===== src/rtl/systolic_result_drain.sv =====
// Result drain for the systolic array: snapshots the N*N accumulator results on a
// rising edge of done, then streams them row-major over a valid/ready interface.
module systolic_result_drain #(
    parameter int N      = 3,
    parameter int DATA_W = 16,
    parameter int IDX_W  = 4
) (
    input  logic                  clk,
    input  logic                  rst_n,
    input  logic                  done,
    input  logic [N*N*DATA_W-1:0] c_flat,
    output logic [DATA_W-1:0]     m_data,
    output logic                  m_valid,
    input  logic                  m_ready,
    output logic                  m_last,
    output logic [IDX_W-1:0]      m_index,
    output logic                  busy,
    output logic                  overrun,
    input  logic                  clr_err,
    output logic [7:0]            frame_cnt
);

    localparam int                WORDS    = N * N;
    localparam logic [IDX_W-1:0]  LAST_IDX = IDX_W'(WORDS - 1);

    typedef enum logic {
        IDLE,
        SEND
    } state_t;

    state_t              state;
    state_t              state_next;
    logic                done_d;
    logic                rise;
    logic                handshake;
    logic                at_last;
    logic [IDX_W-1:0]    idx;
    logic [DATA_W-1:0]   result_buf [WORDS];

    assign rise      = done & ~done_d;
    assign at_last   = (idx == LAST_IDX);
    assign handshake = (state == SEND) && m_ready;

    always_ff @(posedge clk or negedge rst_n) begin
        if (!rst_n) begin
            state <= IDLE;
        end else begin
            state <= state_next;
        end
    end

    always_comb begin
        state_next = state;
        case (state)
            IDLE:    if (rise) state_next = SEND;
            SEND:    if (handshake && at_last) state_next = IDLE;
            default: state_next = IDLE;
        endcase
    end

    // done_d resets high so a done level already present at reset release
    // must drop before it can start a frame.
    always_ff @(posedge clk or negedge rst_n) begin
        if (!rst_n) begin
            done_d    <= 1'b1;
            idx       <= '0;
            frame_cnt <= '0;
            overrun   <= 1'b0;
            for (int i = 0; i < WORDS; i++) begin
                result_buf[i] <= '0;
            end
        end else begin
            done_d <= done;
            if (state == IDLE && rise) begin
                idx <= '0;
                for (int i = 0; i < WORDS; i++) begin
                    result_buf[i] <= c_flat[i*DATA_W +: DATA_W];
                end
            end else if (handshake) begin
                if (at_last) begin
                    idx       <= '0;
                    frame_cnt <= frame_cnt + 8'd1;
                end else begin
                    idx <= idx + IDX_W'(1);
                end
            end

            // A new rise while a frame is held is dropped; set beats clear.
            if (state == SEND && rise) begin
                overrun <= 1'b1;
            end else if (clr_err) begin
                overrun <= 1'b0;
            end
        end
    end

    assign m_valid = (state == SEND);
    assign busy    = (state == SEND);
    assign m_index = idx;
    assign m_last  = (state == SEND) && at_last;
    assign m_data  = (state == SEND) ? result_buf[idx] : '0;

endmodule


===== config.mk =====
export PLATFORM = sky130hd
export DESIGN_NAME = systolic_result_drain
export DESIGN_NICKNAME = d
export VERILOG_FILES = /design/src/rtl/systolic_result_drain.sv
export SDC_FILE = /design/constraint.sdc
export NUM_CORES = 1
export LEC_CHECK = 0
export ABC_AREA = 0
export ABC_CLOCK_PERIOD_IN_PS = 2320
export BUFFER_PORTS_ARGS = -buffer_cell sky130_fd_sc_hd__buf_2
export CORE_MARGIN = 2
export CORE_UTILIZATION = 54
export DETAILED_ROUTE_END_ITERATION = 10
export PLACE_DENSITY = 0.86
export SLEW_MARGIN = 20
export SYNTH_ARGS = -nofsm -noshare
export SYNTH_HDL_FRONTEND = slang
export SYNTH_SLANG_ARGS = --single-unit

===== constraint.sdc =====
create_clock -name clk -period 2.32 [get_ports clk]
set_clock_uncertainty 0.05 [all_clocks]
set_input_delay 0.464 -clock clk [delete_from_list [all_inputs] [get_ports clk]]
set_output_delay 0.464 -clock clk [all_outputs]
set_load 0.1 [all_outputs]

# Word level (Yosys, flattened, before mapping)
# Index checks and enable logic that the tools add are counted.
[totals] register_bits=159 in_bits=149 output_inout_bits=32
[classes] add_sub_neg=2 magnitude_cmp=1 n_eq_ne=1 n_mux=12 bitwise=5 n_reduce_logical=8
[ops] cell="binary-select mux 16 bit (select 4 bit)" count=1
[ops] cell="2-to-1 mux 16 bit" count=3
[ops] cell="2-to-1 mux 4 bit" count=3
[ops] cell="adder 8 x 1 -> 8 bit (second input constant)" count=1
[ops] cell=">= comparator 5 bit (second input constant)" count=1
[ops] cell="logical AND 1 bit" count=5
[ops] cell="NOT 4 -> 5 bit" count=1
[ops] cell="adder 4 x 1 -> 4 bit (second input constant)" count=1
[ops] cell="== test 4 bit (second input constant)" count=1
[ops] cell="2-to-1 mux 1 bit" count=4
[ops] cell="nonzero test 2 bit" count=2
[ops] cell="NOT 1 bit" count=3
[ops] cell="AND reduction 3 bit" count=1
[ops] cell="one-hot mux 1 bit (2 select lines)" count=1
[ops] cell="bitwise AND 1 bit" count=1

# Logic depth before layout (Yosys ltp)
# Gate-level depths: netlist of the first run.
[logic_depth] depth_word=5 depth_mapped=9 mapped_depth_nobuf=6

# Least setup slack after synthesis of the first run
# OpenSTA, ideal clock, no wires.
[synth_timing] path_kind="register -> output" startpoint="register idx[0] (netlist: m_index[0])" endpoint="output port m_data[13]" t_arrival_ns=3.350 required_ns=1.806 setup_slack_ns=-1.544 path_stages_with_launch=8 path_cell_list="dfrtp_1 > buf_6 > buf_12 > buf_12 > mux2i_1 > a221oi_1 > o21ai_1 > a21boi_1"
[synth_via] elab_chain_cells=5
[synth_rtl] item="start: declaration" line_no="37" text="logic [IDX_W-1:0] idx;"
[synth_rtl] item="start signal: assignment" line_no="84" text="idx <= idx + IDX_W'(1);"
[synth_rtl] item="NOT 4 -> 5 bit (implied by the code)" line_no="101" text="assign m_data = (state == SEND) ? result_buf[idx] : '0;"
[synth_rtl] item="binary-select mux 16 bit (select 4 bit)" line_no="101"
[synth_rtl] item="2-to-1 mux 16 bit (implied by the code) (2 in a row)" line_no="101"
[synth_rtl] item="2-to-1 mux 16 bit" line_no="101"
[synth_rtl] item="end: declaration" line_no="12" text="output logic [DATA_W-1:0] m_data,"
# No other way between the ends. The select of a mux whose other input is x is not followed.

# Final worst setup path of the first run
[layout_timing] startpoint="register idx[0] (netlist: m_index[0])" endpoint="output port m_data[12]"
# Same word-level chain as after synthesis.

==> impl_metrics.csv, run 1 <==
group,metric,value,unit
global_routing,grt_pass1_vias,5427,
synth,syn_area_per_cell,14.54,sq um
sta,tightest_slew,0.6079,ns
cells_and_area,layout_commonest_cell,"buf_2",
floorplan,die_area,14520,sq um
sta,period_share,116.3,%
placed_design,io_buffers,180,
routing,vias,4993,
global_routing,grt_pass1_wl,29.07,mm
setup_path,reg2reg_to,"frame_cnt[4]$_DFFE_PN0P_",
hold_path,whs_path_depth,1,
setup_path,startpoint_type,"register",
status,violations,"negative setup slack",
floorplan,die_height,120.5,microns
global_routing,track_usage,26.50,%
routing,routed_wirelength,18.22,mm
routing,first_pass_iters,4,
placed_design,placed_area,9035,sq um
cells_and_area,nFillCells,848,
synth,netlist_area,7328,sq um
sta,rsz0062_at_grt,"yes",
clocking,htreeDepth,4,
sta,setup_viol,17,
routing,drc,0,
cells_and_area,final_area,9920,sq um
cells_and_area,num-nets-final,846,
job,drv_cap,0,
floorplan,core_area,13240,sq um
floorplan,die_width,120.5,microns
global_routing,antenna_found_initial,0,
cells_and_area,fin_util,74.91,%
synth,syn-num-nets,656,
global_routing,grt-ovfl-total,0,
routing,wl_per_cell,20.64,microns
cells_and_area,area_growth,35.36,%
clocking,cts.sinks,159,
setup_path,worstSetupPathType,"reg -> out",
setup_path,cp_max_fo,11,
clocking,cts_buffers,17,
setup_path,reg2regPathDepth,9,
hold_path,min_to,"done_d$_DFF_PN1_",
sta,slew_headroom,59.47,%
cells_and_area,drive_gt1_share,48.37,%
clocking,root_buffer,"clkbuf_16",
setup_path,endpoint_kind,"output port",
routing,viasPerCell,5.655,
floorplan,start_util,55.34,%
sta,fin_ws,-0.3789,ns
clocking,clk_pin_slew,0.06,ns
floorplan,num_rows,42,
floorplan,io_pins,181,
status,status,"finished, violations left",
clocking,cts_tree,"done",
cells_and_area,final_cell_mix,"buf_2 (159), dfrtp_1 (154), mux2_1 (129)",
setup_path,cp.arrival,2.18,ns
synth,synth_ff_type,"dfrtp_1",
cells_and_area,instances_no_fill,883,
clocking,clockBufferDepth,2,
routing,ant_nets,0,
hold_path,worstHoldStart,"done",
placed_design,gp_congestion,0.8984,
synth,ys_seq_elements,159,
synth,syn_inst,504,
cells_and_area,num_antenna_cells,0,
global_routing,grt_max_degree,65,
synth,ys_seq_area_share,54.31,%
clocking,clock_latency,0.42,ns
synth,synthArstFlopShare,100.0,%
setup_path,worstPathRequired,1.81,ns
routing,drt_iter0_drc,313,
sta,slew_viol_final,0,
sta,post-route-min-period,2.699,ns
sta,whs,0.1063,ns
synth,synth.distinct_cells,37,
synth,yosys_warnings,0,
sta,final_hold_viol_count,0,
setup_path,rrSetupSlack,0.22,ns
setup_path,r2r-start,"m_index[0]$_DFFE_PN0P_",
sta,fmax,370.5,MHz
placed_design,dp_hpwl,12.90,mm
placed_design,dp_cells,845,
synth,synth_edf_count,0,
hold_path,holdCritPathClass,"in -> reg",
-- worst max-delay path, stage by stage (launching register included) --
cell and delay [ns]:
dfrtp_4 0.55, buf_12 0.19, mux4_2 0.55, o21ai_2 0.20
a21boi_4 0.09, buf_12 0.17
-- logic make-up (layout without fill, tap and decap cells) --
group                      count (synthesis)  count (layout)  share of synthesized area, %
xor gates and xnor gates                   7               7                        0.8366
DFF                                      159             159                         54.31
AOI/OAI and AO/OA                         59              59                         6.232
muxes                                    192             192                         31.72
adders and majority gates                  3               3                        0.5123
buffers and inverters                     40             243                         3.380
and+or+nand+nor                           44              44                         3.005
-- synth_stat cells (all sizes together), types with 4 or more instances --
master | number | area share (%)
o21ai | 20 | 1.4
buf | 30 | 2.9
inv | 4 | 0.20
mux2 | 144 | 22
a221oi | 17 | 2.6
dfrtp | 158 | 54
clkbuf | 6 | 0.31
a21boi | 16 | 1.6
nand2 | 26 | 1.3
mux4 | 16 | 5.2
xnor2 | 4 | 0.48
mux2i | 32 | 4.4
-- routing by layer --
metal / GRT usage, % / up-vias / share of wire (%)
met5: 0 / - / 0
met4: 9.375 / 0 / 2.5
met3: 5.849 / 43 / 5.4
met2: 42.80 / 185 / 48
met1: 35.62 / 2528 / 44
li1: - / 2237 / -
-- timing repair --
item | 4_1_cts | 5_1_grt
hold buffers | 1 | 0
endpoints found under the setup margin | 17 | 17
buffers inserted | 2 | 1
endpoints found under the hold margin | 1 | 0
cloned | 2 | 0
pin swaps | 8 | 1
resized for setup | 40 | 9
-- metrics by stage --
step,TNS (ns),worst slack (ns)
after floorplan,-6.214,-0.3720
after global placement,0,0.06046
after detailed placement,-0.02447,-0.01236
after CTS,-6.008,-0.3957
after global routing,-6.856,-0.4645
final,-5.743,-0.3789
-- sequential cells by signal, indices dropped and copies added (netlist names) --
name / cells
overrun: 1
frame_cnt: 8
done_d: 1
m_index: 4
busy: 1
result_buf: 144
-- worst max path at each step --
stage                      startpoint          to  cells past startpoint
6_report       m_index[0]$_DFFE_PN0P_  m_data[12]                      5
5_1_grt        m_index[0]$_DFFE_PN0P_   m_data[2]                      6
4_1_cts        m_index[0]$_DFFE_PN0P_  m_data[12]                      6
3_5_place_dp   m_index[1]$_DFFE_PN0P_   m_data[6]                      5
3_3_place_gp   m_index[1]$_DFFE_PN0P_   m_data[3]                      5
2_1_floorplan  m_index[0]$_DFFE_PN0P_  m_data[11]                      7
-- area by class of cell --
type	instances	area (sq um)	share of cell area, %
Sequential cell	159	3993	40.25
Multi-Input combinational cell	305	3460	34.88
Timing Repair Buffer	207	1593	16.06
Clock buffer	19	452.9	4.566
Tap cell	176	220.2	2.220
Clock inverter	13	183.9	1.854
Inverter	4	17.52	0.1766
Power of run 1 is not shown: default switching activity piles up to over one toggle a cycle in this logic, so the estimate is an artifact.
==> inputs of run 2 (changes only) <==
--- a/config.mk
+++ b/config.mk
@@ -13,3 +13,4 @@
 export DETAILED_ROUTE_END_ITERATION = 10
-export PLACE_DENSITY = 0.86
+export HOLD_SLACK_MARGIN = 0.02
+export PLACE_DENSITY_LB_ADDON = 0.25
 export SLEW_MARGIN = 20
==> constraint.sdc (replaced) <==
create_clock -name clk -period 2.32 [get_ports clk]
set_clock_uncertainty 0.05 [all_clocks]
set_input_delay 0.116 -clock clk [delete_from_list [all_inputs] [get_ports clk]]
set_output_delay 0.116 -clock clk [all_outputs]
set_load 0.1 [all_outputs]
==> run 2 against run 1 <==
The run still ends with negative setup slack left; worst setup slack better by 0.30 ns; first-iteration DRC count is 1.3% higher; hold slack better by 0.11 ns; final cell count is 17% higher.
==> impl_metrics.csv, run 2 (same netlist as run 1, synthesis figures left out) <==
group,metric,value,unit
routing,wl_per_cell,20.54,microns
sta,period_share,103.6,%
power_and_ir_drop,p_comb_share,57.5,%
power_and_ir_drop,powerDensity,1615,nW/um^2
routing,ant_nets,0,
setup_path,reg2regPathDepth,7,
setup_path,rrSetupSlack,0.31,ns
clocking,clock_latency,0.42,ns
sta,slew_headroom,55.55,%
floorplan,io_pins,181,
placed_design,dp_cells,843,
setup_path,startpoint_type,"register",
setup_path,crit_buf_inv,2,
setup_path,worstPathRequired,2.15,ns
cells_and_area,num-nets-final,1001,
cells_and_area,instances_no_fill,1037,
setup_path,cp.arrival,2.24,ns
clocking,clockBufferDepth,2,
global_routing,track_usage,30.92,%
setup_path,cp_slowest_cell,"dfrtp_4",
setup_path,endpoint_kind,"output port",
floorplan,die_width,120.5,microns
sta,final_hold_viol_count,0,
cells_and_area,drive_gt1_share,39.77,%
cells_and_area,final_cell_mix,"buf_2 (162), dfrtp_1 (154), dlygate4sd3_1 (148)",
placed_design,dpl_worst_slack,0.1472,ns
clocking,cts.sinks,159,
power_and_ir_drop,power_frac_seq,26.9,%
floorplan,die_height,120.5,microns
clocking,root_buffer,"clkbuf_16",
routing,drc,0,
job,drv_cap,0,
routing,routed_wirelength,21.30,mm
global_routing,antenna_found_initial,1,
power_and_ir_drop,peakVddDrop,1.255,mV
setup_path,r2r-start,"m_index[1]$_DFFE_PN0P_",
setup_path,cp_max_fo,12,
hold_path,holdCritPathClass,"in -> async",
floorplan,core_area,13240,sq um
power_and_ir_drop,p_sw_share,43.57,%
cells_and_area,nFillCells,660,
setup_path,reg2reg_to,"frame_cnt[7]$_DFFE_PN0P_",
status,violations,"negative setup slack",
clocking,htreeDepth,4,
floorplan,start_util,55.34,%
setup_path,critical_path.top_delay_family,"compound AO/OA/AOI/OAI gates",
sta,rsz0062_at_grt,"yes",
routing,first_pass_iters,4,
global_routing,grt_pass1_vias,6300,
cells_and_area,largest_register,"result_buf",
power_and_ir_drop,p_int,10320,uW
placed_design,io_buffers,180,
placed_design,dp_hpwl,11.81,mm
setup_path,cp_slowest_stage_delay,0.56,ns
clocking,cts_tree,"done",
floorplan,die_area,14520,sq um
sta,tightest_slew,0.6654,ns
power_and_ir_drop,p_leak,0.005293,uW
routing,viasPerCell,5.385,
cells_and_area,largest_register_ffs,144,
global_routing,grt_pass1_wl,33.79,mm
sta,post-route-min-period,2.403,ns
sta,slew_viol_final,0,
clocking,cts_buffers,17,
power_and_ir_drop,p_clk_share,15.6,%
power_and_ir_drop,p_sw,7971,uW
sta,setup_viol,14,
sta,fin_ws,-0.08320,ns
setup_path,worstSetupPathType,"reg -> out",
cells_and_area,layout_commonest_cell,"buf_2",
status,status,"finished, violations left",
floorplan,num_rows,42,
cells_and_area,area_growth,54.60,%
global_routing,grt_max_degree,64,
clocking,clk_pin_slew,0.06,ns
placed_design,gp_congestion,0.8158,
sta,fmax,416.1,MHz
setup_path,path_cells,"buf_4 > mux2i_1 > a221oi_2 > o21ai_2 > a21boi_4 > buf_12",
global_routing,grt-ovfl-total,0,
routing,drt_iter0_drc,317,
routing,vias,5584,
-- run 2: cell count changes in the layout (fill, tap and decap cells not counted), moves of 3 or more --
cell / change
nand2_1: +4
buf_4: +8
buf_12: -6
clkbuf_1: +3
buf_6: +3
buf_2: +3
dlygate4sd3_1: +147
nand2_2: -5
-- run 2: worst max path at each step --
stage | cells after the start | endpoint | slack (ns) | start
4_1_cts | 6 | m_data[11] | -0.1 | m_index[0]$_DFFE_PN0P_
3_5_place_dp | 6 | m_data[1] | 0.15 | m_index[2]$_DFFE_PN0P_
3_3_place_gp | 6 | m_data[1] | 0.16 | m_index[2]$_DFFE_PN0P_
2_1_floorplan | 9 | frame_cnt[4]$_DFFE_PN0P_ | -0.15 | m_index[0]$_DFFE_PN0P_
5_1_grt | 6 | m_data[8] | -0.14 | m_index[0]$_DFFE_PN0P_
6_report | 6 | m_data[6] | -0.08 | m_index[0]$_DFFE_PN0P_
-- run 2: layout make-up --
class | instances | area [sq um] | share of cell area (%)
clock buffer | 24 | 491.7 | 4.340
sequential | 159 | 3993 | 35.24
timing repair buffer | 362 | 3028 | 26.73
inverter | 4 | 17.52 | 0.1546
multi-input combinational | 305 | 3470 | 30.62
antenna | 1 | 2.502 | 0.02209
tap | 176 | 220.2 | 1.944
clock inverter | 6 | 107.6 | 0.9498
-- run 2: routing by layer --
metal  routed length, microns  vias to the layer above  track usage, %
li1                         -                     2546               -
met1                     8674                     2816           38.84
met2                    11120                      186           52.68
met3                     1084                       36           7.594
met4                      419                        0           10.25
met5                        0                        -               0
-- run 2: power by group through the flow --
stage	clock (uW)	sequential, uW	combinational (uW)
2_1_floorplan	0	4890	6460
3_3_place_gp	0	4800	9240
3_5_place_dp	0	4870	9420
4_1_cts	2880	4840	10300
5_1_grt	3030	5050	10900
6_report	2850	4920	10500
-- run 2: repair_timing --
item / in CTS / in global routing
hold endpoints to repair: 209 / 0
setup endpoints to repair: 17 / 16
gates resized for setup: 47 / 9
cloned: 1 / 0
pin swaps: 23 / 12
setup buffers: 14 / 0
hold buffers: 148 / 0
-- run 2: stage by stage --
step / setup TNS [ns] / hold slack, ns / utilization, % / total power [uW] / instance area, sq um
finish: -0.7842 / 0.2122 / 85.55 / 18290 / 11330
global route: -1.891 / 0.2434 / 85.55 / 19010 / 11330
CTS: -1.052 / 0.2241 / 85.23 / 18060 / 11290
detailed placement: 0 / 0.1010 / 67.32 / 14300 / 8915
global placement: 0 / 0.09644 / 67.32 / 14040 / 8915
floorplan: -0.6745 / -0.2296 / - / 11350 / 7567
Note: power is estimated with default switching activity, not from simulation.
